[src/rtl/dds_wave_shaper.sv]
// DDS wave shaper: 3-stage phase-to-DAC pipeline (sine LUT, triangle, saw, square) with gain scaling.
// Optional macro DDS_DUTY_EN adds a square duty register loaded from pwm_adc_out.
module dds_wave_shaper (
  input  logic        iclk,
  input  logic        irst,
  input  logic [2:0]  FSM_state,
  input  logic        nkey_wave_con,
  input  logic [7:0]  pwm_adc_out,
  input  logic [10:0] iphase,
  output logic [7:0]  odac_data,
  output logic [1:0]  owave_sel
);

  localparam logic [2:0] WAVEMODE = 3'b001;
  localparam logic [2:0] AMPMODE  = 3'b011;
`ifdef DDS_DUTY_EN
  localparam logic [2:0] DUTYMODE = 3'b100;
`endif

  logic        key_hist_q, key_hist_d;
  logic [1:0]  pending_q, pending_d;
  logic [1:0]  wave_sel_q, wave_sel_d;
  logic [7:0]  gain_q, gain_d;
  logic [10:0] phase_q, phase_d;
  logic [1:0]  sel1_q, sel1_d;
  logic [7:0]  samp_q, samp_d;
  logic [7:0]  dac_q, dac_d;
`ifdef DDS_DUTY_EN
  logic [7:0]  duty_q, duty_d;
`endif

  logic        key_press;
  logic        wrap;
  logic [5:0]  sine_idx;
  logic [6:0]  sine_m;
  logic [7:0]  raw;
  logic signed [8:0]  s9;
  logic signed [8:0]  g9;
  logic signed [17:0] prod;

  function automatic logic [6:0] sine_lut(input logic [5:0] i);
    logic [6:0] m;
    m = 7'd0;
    case (i)
      6'd0:  m = 7'd0;   6'd1:  m = 7'd3;   6'd2:  m = 7'd6;   6'd3:  m = 7'd9;
      6'd4:  m = 7'd12;  6'd5:  m = 7'd16;  6'd6:  m = 7'd19;  6'd7:  m = 7'd22;
      6'd8:  m = 7'd25;  6'd9:  m = 7'd28;  6'd10: m = 7'd31;  6'd11: m = 7'd34;
      6'd12: m = 7'd37;  6'd13: m = 7'd40;  6'd14: m = 7'd43;  6'd15: m = 7'd46;
      6'd16: m = 7'd49;  6'd17: m = 7'd51;  6'd18: m = 7'd54;  6'd19: m = 7'd57;
      6'd20: m = 7'd60;  6'd21: m = 7'd63;  6'd22: m = 7'd65;  6'd23: m = 7'd68;
      6'd24: m = 7'd71;  6'd25: m = 7'd73;  6'd26: m = 7'd76;  6'd27: m = 7'd78;
      6'd28: m = 7'd81;  6'd29: m = 7'd83;  6'd30: m = 7'd85;  6'd31: m = 7'd88;
      6'd32: m = 7'd90;  6'd33: m = 7'd92;  6'd34: m = 7'd94;  6'd35: m = 7'd96;
      6'd36: m = 7'd98;  6'd37: m = 7'd100; 6'd38: m = 7'd102; 6'd39: m = 7'd104;
      6'd40: m = 7'd106; 6'd41: m = 7'd107; 6'd42: m = 7'd109; 6'd43: m = 7'd111;
      6'd44: m = 7'd112; 6'd45: m = 7'd113; 6'd46: m = 7'd115; 6'd47: m = 7'd116;
      6'd48: m = 7'd117; 6'd49: m = 7'd118; 6'd50: m = 7'd120; 6'd51: m = 7'd121;
      6'd52: m = 7'd122; 6'd53: m = 7'd122; 6'd54: m = 7'd123; 6'd55: m = 7'd124;
      6'd56: m = 7'd125; 6'd57: m = 7'd125; 6'd58: m = 7'd126; 6'd59: m = 7'd126;
      6'd60: m = 7'd126; 6'd61: m = 7'd127; 6'd62: m = 7'd127; 6'd63: m = 7'd127;
      default: m = 7'd0;
    endcase
    return m;
  endfunction

  // A wrap commits the pending select, including a press landing on the same edge.
  always_comb begin
    key_press  = ~nkey_wave_con & key_hist_q & (FSM_state == WAVEMODE);
    wrap       = iphase < phase_q;
    key_hist_d = nkey_wave_con;
    pending_d  = pending_q + {1'b0, key_press};
    wave_sel_d = wrap ? pending_d : wave_sel_q;
    gain_d     = (FSM_state == AMPMODE) ? pwm_adc_out : gain_q;
    phase_d    = iphase;
    sel1_d     = wave_sel_d;
`ifdef DDS_DUTY_EN
    duty_d     = (FSM_state == DUTYMODE) ? pwm_adc_out : duty_q;
`endif
  end

  // Stage 2 keeps the sample as a signed offset from midscale so a cleared register means 128.
  always_comb begin
    sine_idx = phase_q[9] ? ~phase_q[8:3] : phase_q[8:3];
    sine_m   = sine_lut(sine_idx);
    raw      = 8'd128;
    case (sel1_q)
      2'd0: raw = phase_q[10] ? (8'd128 - {1'b0, sine_m}) : (8'd128 + {1'b0, sine_m});
      2'd1: raw = phase_q[10] ? ~phase_q[9:2] : phase_q[9:2];
      2'd2: raw = phase_q[10:3];
`ifdef DDS_DUTY_EN
      2'd3: raw = (phase_q[10:3] < duty_q) ? 8'hFF : 8'h00;
`else
      2'd3: raw = phase_q[10] ? 8'h00 : 8'hFF;
`endif
      default: raw = 8'd128;
    endcase
    samp_d = raw ^ 8'h80;
  end

  always_comb begin
    s9    = $signed({samp_q[7], samp_q});
    g9    = $signed({1'b0, gain_q});
    prod  = s9 * g9;
    dac_d = 8'(prod >>> 8) ^ 8'h80;
  end

  always_ff @(posedge iclk) begin
    if (irst) begin
      key_hist_q <= 1'b1;
      pending_q  <= 2'd0;
      wave_sel_q <= 2'd0;
      gain_q     <= 8'hFF;
      phase_q    <= 11'd0;
      sel1_q     <= 2'd0;
      samp_q     <= 8'd0;
      dac_q      <= 8'd128;
`ifdef DDS_DUTY_EN
      duty_q     <= 8'd128;
`endif
    end else begin
      key_hist_q <= key_hist_d;
      pending_q  <= pending_d;
      wave_sel_q <= wave_sel_d;
      gain_q     <= gain_d;
      phase_q    <= phase_d;
      sel1_q     <= sel1_d;
      samp_q     <= samp_d;
      dac_q      <= dac_d;
`ifdef DDS_DUTY_EN
      duty_q     <= duty_d;
`endif
    end
  end

  assign odac_data = dac_q;
  assign owave_sel = wave_sel_q;

endmodule

[config.mk]
export PLATFORM = sky130hd
export DESIGN_NAME = dds_wave_shaper
export DESIGN_NICKNAME = d
export VERILOG_FILES = /design/src/rtl/dds_wave_shaper.sv
export SDC_FILE = /design/constraint.sdc
export NUM_CORES = 1
export LEC_CHECK = 0
export ABC_CLOCK_PERIOD_IN_PS = 8300
export CAP_MARGIN = 20
export CORE_UTILIZATION = 45
export CTS_CLUSTER_SIZE = 10
export DETAILED_ROUTE_END_ITERATION = 7
export GPL_ROUTABILITY_DRIVEN = 1
export GPL_TIMING_DRIVEN = 1
export SLEW_MARGIN = 20
export SYNTH_ARGS = -nofsm -noshare
export SYNTH_HDL_FRONTEND = slang
export SYNTH_SLANG_ARGS = --single-unit
[constraint.sdc]
create_clock -name iclk -period 8.3 [get_ports iclk]
set_input_delay 1.66 -clock iclk [delete_from_list [all_inputs] [get_ports iclk]]
set_output_delay 1.66 -clock iclk [all_outputs]
set_load 0.05 [all_outputs]
==> impl_metrics.py, run 1 <==
metrics = {
    "placement": {
        "hpwlAfterDp_mm": 10.03,
        "dp_slack_ns": 4.021,
        "portBuffers": 34,
        "dpl_cell_area_um2": 5510,
        "gp_congestion": 0.9134,
        "placed_cells": 783,
    },
    "cts": {
        "tritoncts": "done",
        "root_buffer": "clkbuf_16",
        "ctsHtreeMaxLevel": 2,
        "clk_latency_ns": 0.28,
        "hold_buffers": 0,
        "cts_max_path_buffers": 2,
        "cts_buffers": 5,
        "post_cts_buffers": 0,
        "cts_resized": 0,
        "clock-sinks": 40,
        "clk_pin_slew_ns": 0.06,
    },
    "global_routing": {
        "grt_max_degree": 45,
        "grt_overflow": 0,
        "grt_pass1_vias": 4377,
        "antenna_found_initial": 0,
        "grt_pass1_wl_mm": 21.89,
        "grt_usage_pct": 23.49,
    },
    "job": {
        "drv_cap": 0,
    },
    "sta": {
        "setup_ws_ns": 4.021,
        "final.period_utilization_pct": 51.55,
        "period_needed_ns": 4.279,
        "hold_viol": 0,
        "timing.fmax_mhz": 233.7,
        "rsz0062_at_grt": "false",
        "skew_ns": 0.002487,
        "setup_viol": 0,
        "drv_slew": 0,
        "worst_slew_pin_slew_ns": 0.7519,
        "tns_ns": 0,
        "relSlewSlack_pct": 49.81,
    },
    "floorplanning": {
        "io_pins": 35,
        "die_area_um2": 11810,
        "dieWidth_um": 108.7,
        "coreArea_um2": 10980,
        "die_height_um": 108.7,
        "row_count": 38,
        "start_util_pct": 46.64,
    },
    "logic_synthesis": {
        "yosysSeqAreaShare_pct": 15.63,
        "synthArstFlopShare_pct": 0,
        "syn_area_per_cell_um2": 8.029,
        "synth_edf_count": 0,
        "ys_seq_elements": 40,
        "yosysUniqueCellTypes": 75,
        "synth_warnings": 0,
        "syn-instance-count": 638,
        "netlist_area_um2": 5122,
        "synth-main-ff-cell": "dfxtp_1",
        "synth_nets": 752,
    },
    "routing": {
        "avgViaCountPerCell": 5.745,
        "wl_per_cell_um": 16.46,
        "dr.pass1.iters": 5,
        "dr.first_iter.drc_count": 410,
        "drcViolationCount": 0,
        "antenna_left": 0,
        "vias": 4544,
        "totalWireLength_mm": 13.02,
    },
    "setup_path": {
        "cp-startpoint": "samp_q[7]$_SDFF_PP0_",
        "critPathKind": "flop to flop",
        "critPathLaunchType": "flop",
        "reg2reg_depth": 14,
        "crit_fanout": 7,
        "critPathRequiredTime_ns": 8.51,
        "arrival_ns": 4.49,
        "timing.rr.start": "samp_q[7]$_SDFF_PP0_",
        "crit_path_end_kind": "flop",
    },
    "cells_and_area": {
        "fin_cells": 791,
        "nets": 764,
        "syn_to_final_growth_pct": 10.77,
        "insertedDiodeCount": 0,
        "nFillCells": 1052,
        "layout_commonest_cell": "inv_1",
        "most-common-layout-cells": "inv_1 (66), nand2_1 (55), ha_1 (54)",
        "layout-drive-gt1-share_pct": 4.455,
        "design_area_um2": 5674,
    },
    "hold_path": {
        "min-delay-start": "pending_q[1]$_SDFF_PP0_",
        "whs_path_depth": 2,
        "hold_path_class": "flop to flop",
    },
    "outcome": {
        "status": "complete, no violations",
    },
    "pwr": {
        "p_leak_nw": 2.547,
        "p_per_area_nw_per_um2": 242.2,
        "peakVddDrop_v": 0.0001817,
    },
}
cells by family after synthesis:
logic type      after synthesis  share of synthesized area (%)
buf+inv                     102                          8.256
simple gates                243                          25.82
xor+xnor                     17                          2.907
mux                           5                          1.246
compound gates              142                          19.27
fa+ha+maj                    89                          26.87
flops                        40                          15.63
power by group:
group | total (W) | internal (W) | switching (W) | leakage, nW
clock network | 0.000219 | 0.000141 | 0.0000777 | 0.0808
registers | 0.000242 | 0.000219 | 0.0000237 | 0.331
logic | 0.000913 | 0.000365 | 0.000548 | 2.14
cell type report:
cell class	count	area (µm²)	share of cell area, %
inverters	68	257.7	4.542
flip-flops and latches	40	800.8	14.11
multi-input cells	496	3899	68.71
well taps	140	175.2	3.087
clock inverters	2	35.03	0.6174
repair buffers	39	377.9	6.659
clock buffers	6	128.9	2.271
Yosys cell counts (9+ instances only):
library cell	instances	share of area (%)
inv_1	66	4.8
nand2_1	55	4.0
ha_1	54	13
and2_1	46	5.6
dfxtp_1	40	16
a21oi_1	35	3.4
fa_1	35	14
nor2_1	32	2.3
o21ai_0	25	2.4
nor2b_1	24	2.9
clkbuf_1	19	1.4
nand2b_1	19	2.3
nand3b_1	13	1.9
nor3_1	13	1.3
buf_2	9	0.88
xor2_1	9	1.5
path summary, 6_finish.rpt:
| path | endpoint | slack [ns] |
|---|---|---|
| worst max register to register | odac_data[7]$_SDFF_PP1_ | 4.02 |
| worst max-delay path | odac_data[7]$_SDFF_PP1_ | 4.02 |
| worst min register to register | pending_q[1]$_SDFF_PP0_ | 0.53 |
| worst min-delay path | pending_q[1]$_SDFF_PP0_ | 0.53 |
sequential cells by signal, summed over array words and instances, names as in the netlist:
register	cells
gain_q	8
samp_q	8
sel1_q	2
pending_q	2
key_hist_q	1
phase_q	11
odac_data	8
critical path: stages, from the launching register on:
cell	delay, ns
dfxtp_1	0.41
inv_1	0.16
nor2_1	0.17
fa_1	0.44
fa_1	0.55
fa_1	0.56
inv_1	0.06
fa_1	0.52
inv_1	0.04
ha_1	0.32
nor3_1	0.07
nor2_1	0.40
nand4_1	0.18
and4_1	0.23
o21bai_1	0.11
through the flow:
step / hold slack [ns] / total power (W) / utilization, %
floorplan: 0.4825 / 0.0009171 / -
global placement: 0.5079 / 0.001139 / 50.17
detailed placement: 0.5172 / 0.001150 / 50.17
CTS: 0.5317 / 0.001378 / 51.66
global route: 0.5868 / 0.001520 / 51.66
finish: 0.5300 / 0.001374 / 51.66
layer usage:
metal / up-vias / routed length (µm) / track usage, %
met2: 152 / 5610 / 35.35
met1: 2148 / 6448 / 35.36
met5: - / 0 / 0
met4: 0 / 94 / 4.247
met3: 14 / 865 / 3.825
li1: 2230 / - / -
Note: power is estimated with default switching activity, not from simulation.
==> run 2: changes to the inputs <==
--- a/config.mk
+++ b/config.mk
@@ -5,7 +5,7 @@
 export SDC_FILE = /design/constraint.sdc
 export NUM_CORES = 1
 export LEC_CHECK = 0
-export ABC_CLOCK_PERIOD_IN_PS = 8300
+export ABC_CLOCK_PERIOD_IN_PS = 4400
 export CAP_MARGIN = 20
 export CORE_UTILIZATION = 45
 export CTS_CLUSTER_SIZE = 10
==> constraint.sdc (replaced) <==
create_clock -name iclk -period 4.4 [get_ports iclk]
set_input_delay 0.88 -clock iclk [delete_from_list [all_inputs] [get_ports iclk]]
set_output_delay 0.88 -clock iclk [all_outputs]
set_load 0.05 [all_outputs]
==> impl_metrics.py, run 2 (synthesis results as in run 1) <==
metrics = {
    "routing": {
        "avgViaCountPerCell": 5.680,
        "drcViolationCount": 0,
        "vias": 4538,
        "dr.first_iter.drc_count": 378,
        "wl_per_cell_um": 16.05,
        "antenna_left": 0,
        "totalWireLength_mm": 12.83,
        "dr.pass1.iters": 5,
    },
    "setup_path": {
        "arrival_ns": 4.21,
        "crit_path_end_kind": "flop",
        "r2r_slack_ns": 0.35,
        "reg2reg_depth": 13,
        "crit_fanout": 9,
        "critPathLaunchType": "flop",
        "critPathRequiredTime_ns": 4.57,
        "critPathKind": "flop to flop",
    },
    "sta": {
        "drv_slew": 0,
        "tns_ns": 0,
        "final.period_utilization_pct": 92.01,
        "worst_slew_pin_slew_ns": 0.7425,
        "period_needed_ns": 4.048,
        "timing.fmax_mhz": 247.0,
        "skew_ns": 0.006715,
        "rsz0062_at_grt": "false",
        "relSlewSlack_pct": 50.43,
        "setup_viol": 0,
        "hold_viol": 0,
        "hold_slack_ns": 0.5291,
    },
    "cts": {
        "clk_latency_ns": 0.28,
        "cts_buffers": 5,
        "post_cts_buffers": 0,
        "clk_pin_slew_ns": 0.06,
        "ctsHtreeMaxLevel": 2,
        "hold_buffers": 0,
        "cts_resized": 0,
        "cts_max_path_buffers": 2,
        "clock-sinks": 40,
        "root_buffer": "clkbuf_16",
        "tritoncts": "done",
    },
    "pwr": {
        "peakVddDrop_v": 0.0009527,
        "p_leak_nw": 2.576,
        "p_per_area_nw_per_um2": 442.5,
    },
    "global_routing": {
        "grt_pass1_wl_mm": 21.58,
        "grt_usage_pct": 23.16,
        "grt_overflow": 0,
        "grt_pass1_vias": 4433,
        "antenna_found_initial": 0,
        "grt_max_degree": 25,
    },
    "floorplanning": {
        "coreArea_um2": 10980,
        "die_height_um": 108.7,
        "die_area_um2": 11810,
        "io_pins": 35,
        "dieWidth_um": 108.7,
        "row_count": 38,
        "start_util_pct": 46.64,
    },
    "placement": {
        "portBuffers": 34,
        "placed_cells": 792,
        "gp_congestion": 1.007,
        "hpwlAfterDp_mm": 10.22,
    },
    "cells_and_area": {
        "fin_cells": 799,
        "layout_commonest_cell": "inv_1",
        "regMostFlops": "phase_q",
        "insertedDiodeCount": 0,
        "most-common-layout-cells": "inv_1 (66), nand2_1 (55), ha_1 (54)",
        "largest_reg_flops": 11,
        "syn_to_final_growth_pct": 11.55,
        "layout-drive-gt1-share_pct": 5.766,
        "nets": 773,
        "utilization_pct": 52.03,
    },
    "job": {
        "drv_cap": 0,
    },
    "hold_path": {
        "whs_path_depth": 2,
        "hold_path_class": "flop to flop",
    },
    "outcome": {
        "status": "complete, no violations",
    },
}
[run 2: cell count changes in the layout (fill, tap and decap cells not counted), sizes merged]
| cell | previous run | this run |
|---|---|---|
| buf | 5 | 14 |
| bufinv | 1 | 0 |
[run 2: path summary, 6_finish.rpt]
path                                         startpoint                       to
worst min register to register  pending_q[1]$_SDFF_PP0_  pending_q[1]$_SDFF_PP0_
worst min-delay path            pending_q[1]$_SDFF_PP0_  pending_q[1]$_SDFF_PP0_
worst max register to register   gain_q[2]$_SDFFE_PP1N_  odac_data[5]$_SDFF_PP0_
worst max-delay path             gain_q[2]$_SDFFE_PP1N_  odac_data[5]$_SDFF_PP0_
[run 2: layout make-up]
class | instances | area [µm²]
fillers | 1087 | 5269
multi-input cells | 496 | 3901
clock buffers | 6 | 128.9
clock inverters | 1 | 5.005
inverters | 68 | 257.7
well taps | 140 | 175.2
repair buffers | 48 | 445.4
flip-flops and latches | 40 | 800.8
[run 2: worst max-delay path, cell delays in order (launching register included)]
cell,delay [ns]
dfxtp_1,0.45
and2_1,0.19
fa_1,0.45
fa_1,0.52
fa_1,0.54
inv_1,0.05
fa_1,0.52
inv_1,0.04
ha_1,0.32
nor3_1,0.24
nor2_2,0.13
a41oi_1,0.25
xor2_1,0.17
nor2_1,0.05
[run 2: through the flow]
stage               area [µm²]  worst slack (ns)  total power, W
finish                    5714            0.3516        0.002529
detailed placement        5578            0.2098        0.002188
floorplan                 5122            0.5060        0.001730
global route              5714           0.07282        0.002828
global placement          5578            0.2719        0.002155
CTS                       5712            0.2049        0.002538
[run 2: power by group]
part           switching (W)  internal [W]
registers          0.0000513      0.000412
logic                0.00101      0.000715
clock network       0.000138      0.000206
total                0.00120       0.00133
[run 2: metal layers]
| layer | global-route usage [%] | routed length (µm) | vias to the layer above |
|---|---|---|---|
| li1 | - | - | 2238 |
| met1 | 33.62 | 6334 | 2168 |
| met2 | 37.16 | 5771 | 126 |
| met3 | 3.347 | 646 | 6 |
| met4 | 3.185 | 72 | 0 |
| met5 | 0 | 0 | - |
